**src/rtl/spi_controller.sv**
```systemverilog
// SPI mode-0 write controller: one 16-bit frame {rw, addr[6:0], data[7:0]} per accepted request.
// Optional readback of cipo during the data byte is enabled with `define SPI_CONTROLLER_READBACK_EN.
module spi_controller #(
  parameter int CLK_DIV   = 4,
  parameter int CS_SETUP  = 2,
  parameter int CS_HOLD   = 2,
  parameter int FRAME_GAP = 4
) (
  input  logic       clk,
  input  logic       rst,
  input  logic       req_valid,
  output logic       req_ready,
  input  logic       req_write,
  input  logic [6:0] req_addr,
  input  logic [7:0] req_data,
  output logic       busy,
  output logic       done,
  output logic       sclk,
  output logic       ncs,
`ifdef SPI_CONTROLLER_READBACK_EN
  input  logic       cipo,
  output logic [7:0] rsp_data,
`endif
  output logic       copi
);

  localparam logic [2:0] IDLE  = 3'd0;
  localparam logic [2:0] SETUP = 3'd1;
  localparam logic [2:0] SHIFT = 3'd2;
  localparam logic [2:0] HOLD  = 3'd3;
  localparam logic [2:0] GAP   = 3'd4;

  localparam logic [7:0] DIV_LAST   = 8'(CLK_DIV - 1);
  localparam logic [7:0] SETUP_LAST = 8'(CS_SETUP - 1);
  localparam logic [7:0] HOLD_LAST  = 8'(CS_HOLD - 1);
  localparam logic [7:0] GAP_LAST   = 8'(FRAME_GAP - 1);

  logic [2:0]  state;
  logic [7:0]  cnt;
  logic [3:0]  bit_idx;
  logic [15:0] shreg;
  logic        done_next;

  // done is registered, so it is armed one cycle ahead of the last GAP cycle
  always_comb begin
    done_next = 1'b0;
    if (state == HOLD && cnt == HOLD_LAST && GAP_LAST == 8'd0)
      done_next = 1'b1;
    else if (state == GAP && cnt != GAP_LAST && (cnt + 8'd1) == GAP_LAST)
      done_next = 1'b1;
  end

  always_ff @(posedge clk or posedge rst) begin
    if (rst) begin
      state     <= IDLE;
      cnt       <= 8'd0;
      bit_idx   <= 4'd0;
      shreg     <= 16'd0;
      sclk      <= 1'b0;
      ncs       <= 1'b1;
      copi      <= 1'b0;
      req_ready <= 1'b1;
      busy      <= 1'b0;
      done      <= 1'b0;
    end else begin
      done <= done_next;
      case (state)
        IDLE: begin
          if (req_valid) begin
            shreg     <= {req_write, req_addr, req_data};
            state     <= SETUP;
            cnt       <= 8'd0;
            ncs       <= 1'b0;
            sclk      <= 1'b0;
            copi      <= req_write;
            busy      <= 1'b1;
            req_ready <= 1'b0;
          end
        end
        SETUP: begin
          if (cnt == SETUP_LAST) begin
            state   <= SHIFT;
            cnt     <= 8'd0;
            bit_idx <= 4'd15;
          end else begin
            cnt <= cnt + 8'd1;
          end
        end
        SHIFT: begin
          if (cnt == DIV_LAST) begin
            cnt <= 8'd0;
            if (!sclk) begin
              sclk <= 1'b1;
            end else begin
              // copi only moves together with the falling sclk edge
              sclk <= 1'b0;
              if (bit_idx == 4'd0) begin
                state <= HOLD;
                copi  <= 1'b0;
              end else begin
                bit_idx <= bit_idx - 4'd1;
                copi    <= shreg[bit_idx - 4'd1];
              end
            end
          end else begin
            cnt <= cnt + 8'd1;
          end
        end
        HOLD: begin
          if (cnt == HOLD_LAST) begin
            state <= GAP;
            cnt   <= 8'd0;
            ncs   <= 1'b1;
          end else begin
            cnt <= cnt + 8'd1;
          end
        end
        GAP: begin
          if (cnt == GAP_LAST) begin
            state     <= IDLE;
            cnt       <= 8'd0;
            busy      <= 1'b0;
            req_ready <= 1'b1;
          end else begin
            cnt <= cnt + 8'd1;
          end
        end
        default: state <= IDLE;
      endcase
    end
  end

`ifdef SPI_CONTROLLER_READBACK_EN
  logic [7:0] rx;

  // cipo is captured in the first sclk-high cycle of each data bit
  always_ff @(posedge clk or posedge rst) begin
    if (rst) begin
      rx       <= 8'd0;
      rsp_data <= 8'd0;
    end else begin
      if (state == IDLE && req_valid)
        rx <= 8'd0;
      else if (state == SHIFT && sclk && cnt == 8'd0 && !bit_idx[3])
        rx <= {rx[6:0], cipo};
      if (done_next)
        rsp_data <= rx;
    end
  end
`endif

endmodule

```
**config.mk**
```make
export PLATFORM = sky130hd
export DESIGN_NAME = spi_controller
export DESIGN_NICKNAME = d
export VERILOG_FILES = /design/src/rtl/spi_controller.sv
export SDC_FILE = /design/constraint.sdc
export NUM_CORES = 1
export LEC_CHECK = 0
export BUFFER_PORTS_ARGS = -buffer_cell sky130_fd_sc_hd__buf_4
export CAP_MARGIN = 20
export CORE_MARGIN = 2
export CORE_UTILIZATION = 46
export CTS_BUF_LIST = sky130_fd_sc_hd__clkbuf_4 sky130_fd_sc_hd__clkbuf_8 sky130_fd_sc_hd__clkbuf_16
export CTS_CLUSTER_DIAMETER = 80
export CTS_CLUSTER_SIZE = 10
export DETAILED_ROUTE_END_ITERATION = 10
export HOLD_SLACK_MARGIN = 0.1
export PLACE_DENSITY = 0.66
export SYNTH_ARGS = -nofsm -noshare
export SYNTH_HDL_FRONTEND = slang
export SYNTH_SLANG_ARGS = --single-unit
```
**constraint.sdc**
```tcl
create_clock -name clk -period 5.75 [get_ports clk]
set_clock_uncertainty 0.1 [all_clocks]
set_input_delay 0.2875 -clock clk [delete_from_list [all_inputs] [get_ports clk]]
set_output_delay 0.2875 -clock clk [all_outputs]
set_load 0.02 [all_outputs]
```
== After elaboration in Yosys (flattened, before gate mapping) ==
Index checks and enable logic that the tools add are counted.

* Output and inout port bits: 6
* Register bits after elaboration: 37
* Word-level logic and storage cells: 84
* Bits of input ports: 19

* Muxes and demuxes: 36
* Reductions and logical operators: 19
* Equality and inequality tests: 16
* Add/subtract/negate cells: 2
* $lt $le $gt $ge: 1

{| class="wikitable"
|+ Operators with widths
! kind !! number
|-
| $mux W8 || 3
|-
| $pmux W8 S3 || 1
|-
| $mux W3 || 7
|-
| $eq A8 B2 Y1 const B || 2
|-
| $mux W4 || 4
|-
| $pmux W3 S5 || 1
|-
| $mux W1 || 13
|-
| $ne A2 B2 Y1 const B || 6
|-
| $pmux W1 S2 || 5
|-
| $reduce_and A3 Y1 || 3
|-
| $add A8 B1 Y8 const B || 1
|-
| $eq A8 B1 Y1 const B || 1
|-
| $ne A8 B2 Y1 const B || 1
|-
| $pmux W4 S2 || 1
|-
| $reduce_bool A2 Y1 || 4
|-
| $reduce_and A7 Y1 || 1
|-
| $eq A3 B2 Y1 const B || 2
|-
| $lt A4 B5 Y1 const B || 1
|-
| $reduce_and A5 Y1 || 1
|-
| $bmux W1 S4 || 1
|-
| $logic_not A4 Y1 || 1
|-
| $ne A2 B1 Y1 const B || 2
|-
| $reduce_and A2 Y1 || 2
|-
| $reduce_and A4 Y1 || 1
|-
| other kinds (7) || 9
|}

== Logic depth before layout (Yosys ltp) ==
Gate-level depths: netlist of run 1.

* Word-level depth: 7
* Gate-level depth with buffers: 8
* Depth with buffers taken out: 7

== Least setup slack after synthesis of run 1 ==
No wires, ideal clock.

* Path kind: register -> register
* Start: reg bit_idx[0]
* End: reg copi
* Data required time: 5572 ps
* Path slack: 3767 ps
* Library setup time: 78 ps
* Clock period less this slack: 1983 ps
* Data arrival time: 1805 ps
* Buffers on the path: 1
* Stages on the path, launching flop included: 9
* Cells stage by stage: dfrtp_1 inv_1 ha_1 buf_2 mux2i_1 mux4_2 mux2i_1 nand2_1 a21oi_1

* Longest elaborated chain between the ends: 7
* Elaborated cells between the ends (all ways): 8
* Those cells by class: add/sub (1); mux (6); reduce/logical (1)

{| class="wikitable"
|+ Ends and longest elaborated chain
! element !! line !! RTL
|-
| start: declaration || 40 || <nowiki>logic [3:0] bit_idx;</nowiki>
|-
| start signal: assignment || 101 || <nowiki>bit_idx <= bit_idx - 4'd1;</nowiki>
|-
| $sub A4 B1 Y4 || 102 || <nowiki>copi <= shreg[bit_idx - 4'd1];</nowiki>
|-
| $bmux W1 S4 || 102 ||
|-
| $mux W1 (implied by the code) || 102 ||
|-
| $mux W1 * || 97 || <nowiki>if (bit_idx == 4'd0) begin</nowiki>
|-
| $mux W1 * || 92 || <nowiki>if (!sclk) begin</nowiki>
|-
| $mux W1 * || 90 || <nowiki>if (cnt == DIV_LAST) begin</nowiki>
|-
| $pmux W1 S2 * || 67 || <nowiki>case (state)</nowiki>
|-
| end signal: assignment || 75 || <nowiki>copi <= req_write;</nowiki>
|-
| end signal: assignment || 102 ||
|-
| end: declaration || 24 || <nowiki>output logic copi</nowiki>
|}

Mark *: on every way between the ends. The rest lies on a longest branch, timed or not. The select of a mux whose other input is x is not followed.
A chain may end at the register's enable or synchronous reset.

== Worst setup path in the final report of run 1 ==
Ends and elaborated chain as after synthesis.

==> reports/qor.yml, run 1 <==
route:
  antenna_left: 0
  wirelength_um: 4194
  drc: 0
  routed_via_density: 5.149
  wl_per_cell_um: 13.31
  drt_iter0_markers: 85
  vias: 1622
  first_pass_iters: 4
job:
  cap_violations: 0
logic_synthesis:
  async_flop_share_pct: 100.0
  syn_area_mm2: 0.002039
  synth_area_per_cell_um2: 9.187
  yosys_warnings: 0
  syn_inst: 222
  synth_seq_area_share_pct: 45.52
  synth-seq-cells: 37
  synth_edf_count: 0
  synth.top_cell.area_share_pct: 42.94
  yosysTopAreaCell: "dfrtp_1"
  synth_nets: 245
  synth_ff_type: "dfrtp_1"
  ys_types: 45
  synth_area_leaders: "dfrtp_1 43%, nand2_1 12%, mux2i_1 4.4%, mux4_2 3.3%, o21ai_0 2.9%"
sta:
  fmax_mhz: 448.6
  worstMarginPinSlew_ps: 818.6
  rsz0062_at_grt: "false"
  report.final.slew_viol_count: 0
  max_slew_margin_pct: 45.28
  setup_viol_count_final: 0
  hold_viol: 0
  tns_ps: 0
  period_share_pct: 38.77
  post-route-min-period_ps: 2229
critical_path:
  critical_path_class: "reg2reg"
  crit_slowest_cell: "mux4_2"
  crit_chain: "inv_1, ha_1, mux4_2, mux2i_1, mux2i_1, nand2_1, a21oi_1"
  arrival_ps: 2300
  worstPathRequired_ps: 5820
  crit_path_end_kind: "flop"
  critPathMaxStageDelay_ps: 550
  crit_fanout: 7
  start_kind: "flop"
  rrSetupSlack_ps: 3520
  crit_top_cell: "mux2i_1"
pwr:
  irDropWorstVdd_v: 0.0001236
  p_total_mw: 0.4657
  power.leakage_nw: 1.183
  power.density_mw_per_mm2: 187.8
floorplanning:
  fp.dieH_um: 70.59
  start_util_pct: 47.16
  fp.dieArea_mm2: 0.004982
  rows: 24
  core_mm2: 0.004324
  ios: 25
  dieWidth_um: 70.59
worst_hold_path:
  hold_path.class: "in2reg"
layout:
  multi_input_area_um2: 993.5
  finalNetCount: 285
  n_fill_cell: 398
  drive_gt1_share_pct: 18.63
  antenna_cells: 0
  seq_area_um2: 928.4
  area_growth_pct: 21.60
clock_network:
  cts_tree: "done"
  cts_resized: 0
  cts_sinks: 37
  cts.root.buffer_cell: "clkbuf_8"
  postCtsSetupBuffers: 0
  clock_path_buffers: 2
  htree_levels: 2
  cts_buffers: 5
  clk_pin_slew_worst_paths_ps: 70
  clkLatencyLatePin_ps: 290
  cts_hold_buf: 17
grt:
  antenna_found_initial: 0
  overflow: 0
  track_usage_pct: 18.20
  grt_pass1_vias: 1541
  grt_pass1_wl_um: 7100
  grt_max_degree: 38
run_status:
  status: "completed"
placement:
  hpwl_um: 2771
  gp_congestion: 0.8200
  numPortBuffers: 24
## logic make-up after synthesis
logic type	synth area share, %
fa+ha+maj	2.454
simple gates	23.01
mux	8.282
xor+xnor	2.148
compound gates	12.82
buf+inv	5.767
flops	45.52
## registers in the layout (all words and copies together) (netlist names)
register   flops
shreg         16
cnt            8
bit_idx        4
state          3
busy           1
copi           1
done           1
ncs            1
req_ready      1
sclk           1
## through the flow
step           hold WS, ps  cells  util (%)  instance area [um^2]  worst slack (ps)
2_1_floorplan        292.9    222         -                  2039              3767
3_3_place_gp         332.7    289     51.16                  2212              3519
3_5_place_dp         335.9    289     51.16                  2212              3513
4_1_cts              247.1    314     57.09                  2469              3485
5_1_grt              318.1    315     57.35                  2480              3316
6_report             253.7    315     57.35                  2480              3521
## worst max-delay path: cells and delay by family, from the launching register on
kind | cells | cell delay (ps)
mux | 3 | 810
fa+ha+maj | 1 | 520
flops | 1 | 450
buf+inv | 1 | 90
simple gates | 1 | 70
compound gates | 1 | 60
## power breakdown
| group | switching, mW | internal, mW |
|---|---|---|
| Clock | 0.0922 | 0.0887 |
| Sequential | 0 | 0.260 |
| Combinational | 0.00891 | 0.0157 |
| Total | 0.101 | 0.365 |
## routing by layer
metal  vias up  share of wire [%]  global-route usage (%)
li1        837                  -                       -
met1       745                 49                   25.40
met2        34                 46                   28.20
met3         6                4.0                   4.274
met4         0                1.5                   6.289
met5         -                  0                       0
## layout by cell type, fill, tap and decap left out, types with 3 or more instances in the layout
cell type / synthesis / routed
nand2_1: 67 / 67
dfrtp_1: 35 / 35
buf_4: 0 / 25
dlygate4sd3_1: 0 / 17
nor2_1: 15 / 15
o21ai_0: 12 / 12
inv_1: 10 / 10
mux2i_1: 9 / 9
a21oi_1: 9 / 9
nand3_1: 7 / 7
clkbuf_8: 2 / 5
ha_1: 4 / 4
and3_1: 3 / 3
nor3_1: 3 / 3
a21o_1: 3 / 3
xor2_1: 3 / 3
mux4_2: 3 / 3
## synth_stat cells (2+ instances only)
master    count
dfstp_2       2
a311o_2       2
nor3b_1       2
nor2_1       15
o21ai_0      12
xor2_1        3
ha_1          4
a21oi_1       9
nor3_1        3
a21o_1        3
mux2i_1       9
xnor2_1       2
nand2_1      67
clkbuf_1      3
nand3_1       7
buf_2         2
and3_1        3
dfrtp_1      35
mux4_2        3
clkbuf_8      2
inv_1        10
## final timing paths
kind	end	start	cells after the start
worst max-delay path	copi	bit_idx[0]	7
worst min register to register	shreg[6]	shreg[6]	2
max in group asynchronous	ncs	rst	4
worst max register to register	copi	bit_idx[0]	7
worst min-delay path	req_ready	req_valid	4
min in group asynchronous	shreg[5]	rst	4
## cell type report
type | count | area share (%)
Clock buffer | 6 | 3.078
Sequential cell | 37 | 37.44
Clock inverter | 2 | 0.4036
Timing Repair Buffer | 43 | 14.88
Tap cell | 52 | 2.624
Multi-Input combinational cell | 165 | 40.06
Inverter | 10 | 1.514
Power figures use the tool's default switching activity.
==> run 2, diff against run 1 <==
PLACE_DENSITY = 0.68   (was 0.66)
clock period = 1.95 ns   (was 5.75 ns; I/O delays follow)
==> reports/qor.yml, run 2 (synthesized netlist as in run 1, its figures left out) <==
run_status:
  status: "completed"  # unchanged
placement:
  dp_slack_ps: -51.47  # was 3513 ps
  numPortBuffers: 24  # unchanged
  gp_congestion: 0.8292  # was 0.8200
  hpwl_um: 3044  # was 2771 um
  placed_cells: 310  # was 289
pwr:
  clkPwrFrac_pct: 43.8  # was 38.9%
  power.density_mw_per_mm2: 548.1  # was 187.8 mW/mm^2
  power.leakage_nw: 1.327  # was 1.183 nW
  p_int_mw: 1.208  # was 0.3646 mW
  power_frac_seq_pct: 51.3  # was 55.9%
  swShare_pct: 19.29  # was 21.71%
  irDropWorstVdd_v: 0.0004195  # was 0.0001236 V
  p_comb_share_pct: 5.0  # was 5.3%
  power_switching_mw: 0.2888  # was 0.1011 mW
clock_network:
  clkLatencyLatePin_ps: 280  # was 290 ps
  htree_levels: 2  # unchanged
  cts_sinks: 37  # unchanged
  cts_tree: "done"  # unchanged
  clock_path_buffers: 2  # unchanged
  cts.root.buffer_cell: "clkbuf_8"  # unchanged
  clk_pin_slew_worst_paths_ps: 70  # about the same
  cts_buffers: 5  # unchanged
critical_path:
  start_kind: "flop"  # unchanged
  worstPathRequired_ps: 2070  # was 5820 ps
  crit_fanout: 5  # was 7
  r2r_end: "copi"  # unchanged
  critPathMaxStageDelay_ps: 470  # was 550 ps
  crit_slowest_cell: "mux4_2"  # unchanged
  r2r_cells: 8  # was 7
  crit_chain: "inv_2, ha_4, buf_6, mux2i_1, mux4_2, mux2i_1, nand2_1, a21oi_1"  # was inv_1, ha_1, mux4_2, mux2i_1, mux2i_1, nand2_1, a21oi_1
  rrSetupSlack_ps: 30  # was 3520 ps
  critical_path_class: "reg2reg"  # unchanged
  rr_startpoint: "bit_idx[0]"  # unchanged
  crit_top_cell: "mux2i_1"  # unchanged
  crit_path_end_kind: "flop"  # unchanged
  arrival_ps: 2030  # was 2300 ps
route:
  wl_per_cell_um: 13.32  # was 13.31 um
  top_layer_used: "met4"  # unchanged
  wirelength_um: 4517  # was 4194 um
  drt-met1-wl_um: 2154  # was 2040 um
  antenna_left: 0  # unchanged
  wl_met3_um: 132  # was 166 um
  route.met2.wl_um: 2168  # was 1921 um
  drc: 0  # unchanged
  first_pass_iters: 4  # unchanged
  routed_via_density: 5.130  # was 5.149
  drt_iter0_markers: 133  # was 85
  vias: 1739  # was 1,622
grt:
  grt_max_degree: 38  # unchanged
  grt_pass1_vias: 1709  # was 1,541
  grt_pass1_wl_um: 7948  # was 7100 um
  track_usage_pct: 20.16  # was 18.20%
  antenna_found_initial: 0  # unchanged
  overflow: 0  # unchanged
layout:
  drive_gt1_share_pct: 27.53  # was 18.63%
  n_fill_cell: 376  # was 398
  fin_util_pct: 63.17  # was 57.35%
  final_common_cell: "nand2_1"  # unchanged
  multi_input_area_mm2: 0.001033  # was 993.5 um^2
  layout_common_cells: "67 x nand2_1, 47 x buf_4, 35 x dfrtp_1, 18 x dlygate4sd3_1, 15 x nor2_1"  # was 67 x nand2_1, 35 x dfrtp_1, 25 x buf_4, 17 x dlygate4sd3_1, 15 x nor2_1
  stdcell_count: 339  # was 315
  antenna_cells: 0  # unchanged
  largest_reg_flops: 16  # unchanged
  finalNetCount: 309  # was 285
  top_register: "shreg"  # unchanged
  area_growth_pct: 33.93  # was 21.60%
  seq_area_um2: 928.4  # unchanged
  reg.largest.list: "shreg (16), cnt (8), bit_idx (4)"  # unchanged
floorplanning:
  core_mm2: 0.004324  # unchanged
  rows: 24  # unchanged
  start_util_pct: 47.16  # unchanged
  fp.dieH_um: 70.59  # unchanged
  dieWidth_um: 70.59  # unchanged
  ios: 25  # unchanged
  fp.dieArea_mm2: 0.004982  # unchanged
sta:
  setup_viol_count_final: 0  # unchanged
  worstMarginPinSlew_ps: 468.0  # was 818.6 ps
  report.final.slew_viol_count: 0  # unchanged
  tns_ps: 0  # unchanged
  hold_viol: 0  # unchanged
  fmax_mhz: 522.0  # was 448.6 MHz
  max_slew_margin_pct: 68.80  # was 45.28%
  period_share_pct: 98.24  # was 38.77%
  fin_ws_ps: 34.41  # was 3521 ps
  rsz0062_at_grt: "true"  # was false
  post-route-min-period_ps: 1916  # was 2229 ps
worst_hold_path:
  hold_path.class: "in2async"  # was in2reg
job:
  cap_violations: 0  # unchanged
[run 2: critical path, delay by kind of cell (launching register included)]
kind	cells	cell delay [ps]
mux	3	730
compound gates	1	120
simple gates	1	70
buf+inv	2	220
fa+ha+maj	1	210
flops	1	400
[run 2: worst max-delay path by stage]
stage / startpoint / endpoint / cells after the start
final: bit_idx[0] / copi / 8
after floorplan: cnt[2] / bit_idx[0] / 6
after global routing: bit_idx[0] / copi / 8
after detailed placement: bit_idx[1] / copi / 8
after CTS: cnt[1] / cnt[5] / 6
after global placement: cnt[1] / cnt[5] / 6
[run 2: through the flow]
step           hold slack [ps]  power [mW]  area [um^2]
2_1_floorplan            102.9      0.7935         2053
3_3_place_gp             143.9      0.8275         2377
3_5_place_dp             147.3      0.8282         2377
4_1_cts                  380.6       1.521         2693
5_1_grt                  404.7       1.548         2731
6_report                 370.9       1.497         2731
[run 2: area by class of cell]
type | count | area share [%]
Tap cell | 52 | 2.382
Inverter | 10 | 1.374
Multi-Input combinational cell | 165 | 37.84
Clock inverter | 2 | 1.283
Timing Repair Buffer | 67 | 20.34
Clock buffer | 6 | 2.794
Sequential cell | 37 | 33.99
[run 2: power groups by stage]
stage	Sequential (mW)	Combinational (mW)	Clock [mW]
after global placement	0.782	0.0457	0
after global routing	0.767	0.0819	0.699
final	0.767	0.0745	0.655
after detailed placement	0.782	0.0464	0
after CTS	0.767	0.0750	0.679
after floorplan	0.782	0.0117	0
[run 2: layer usage]
layer,vias up,GRT usage (%)
met5,-,0
met3,7,3.846
met4,0,6.289
met1,819,27.48
li1,884,-
met2,29,32.91
[run 2: what timing repair did]
action                     CTS  global route
resized for setup            3             6
setup buffers                1             2
cloned                       0             0
hold buffers                18             0
pin swaps                    0             3
hold endpoints to repair    53             0
setup endpoints to repair    1            11
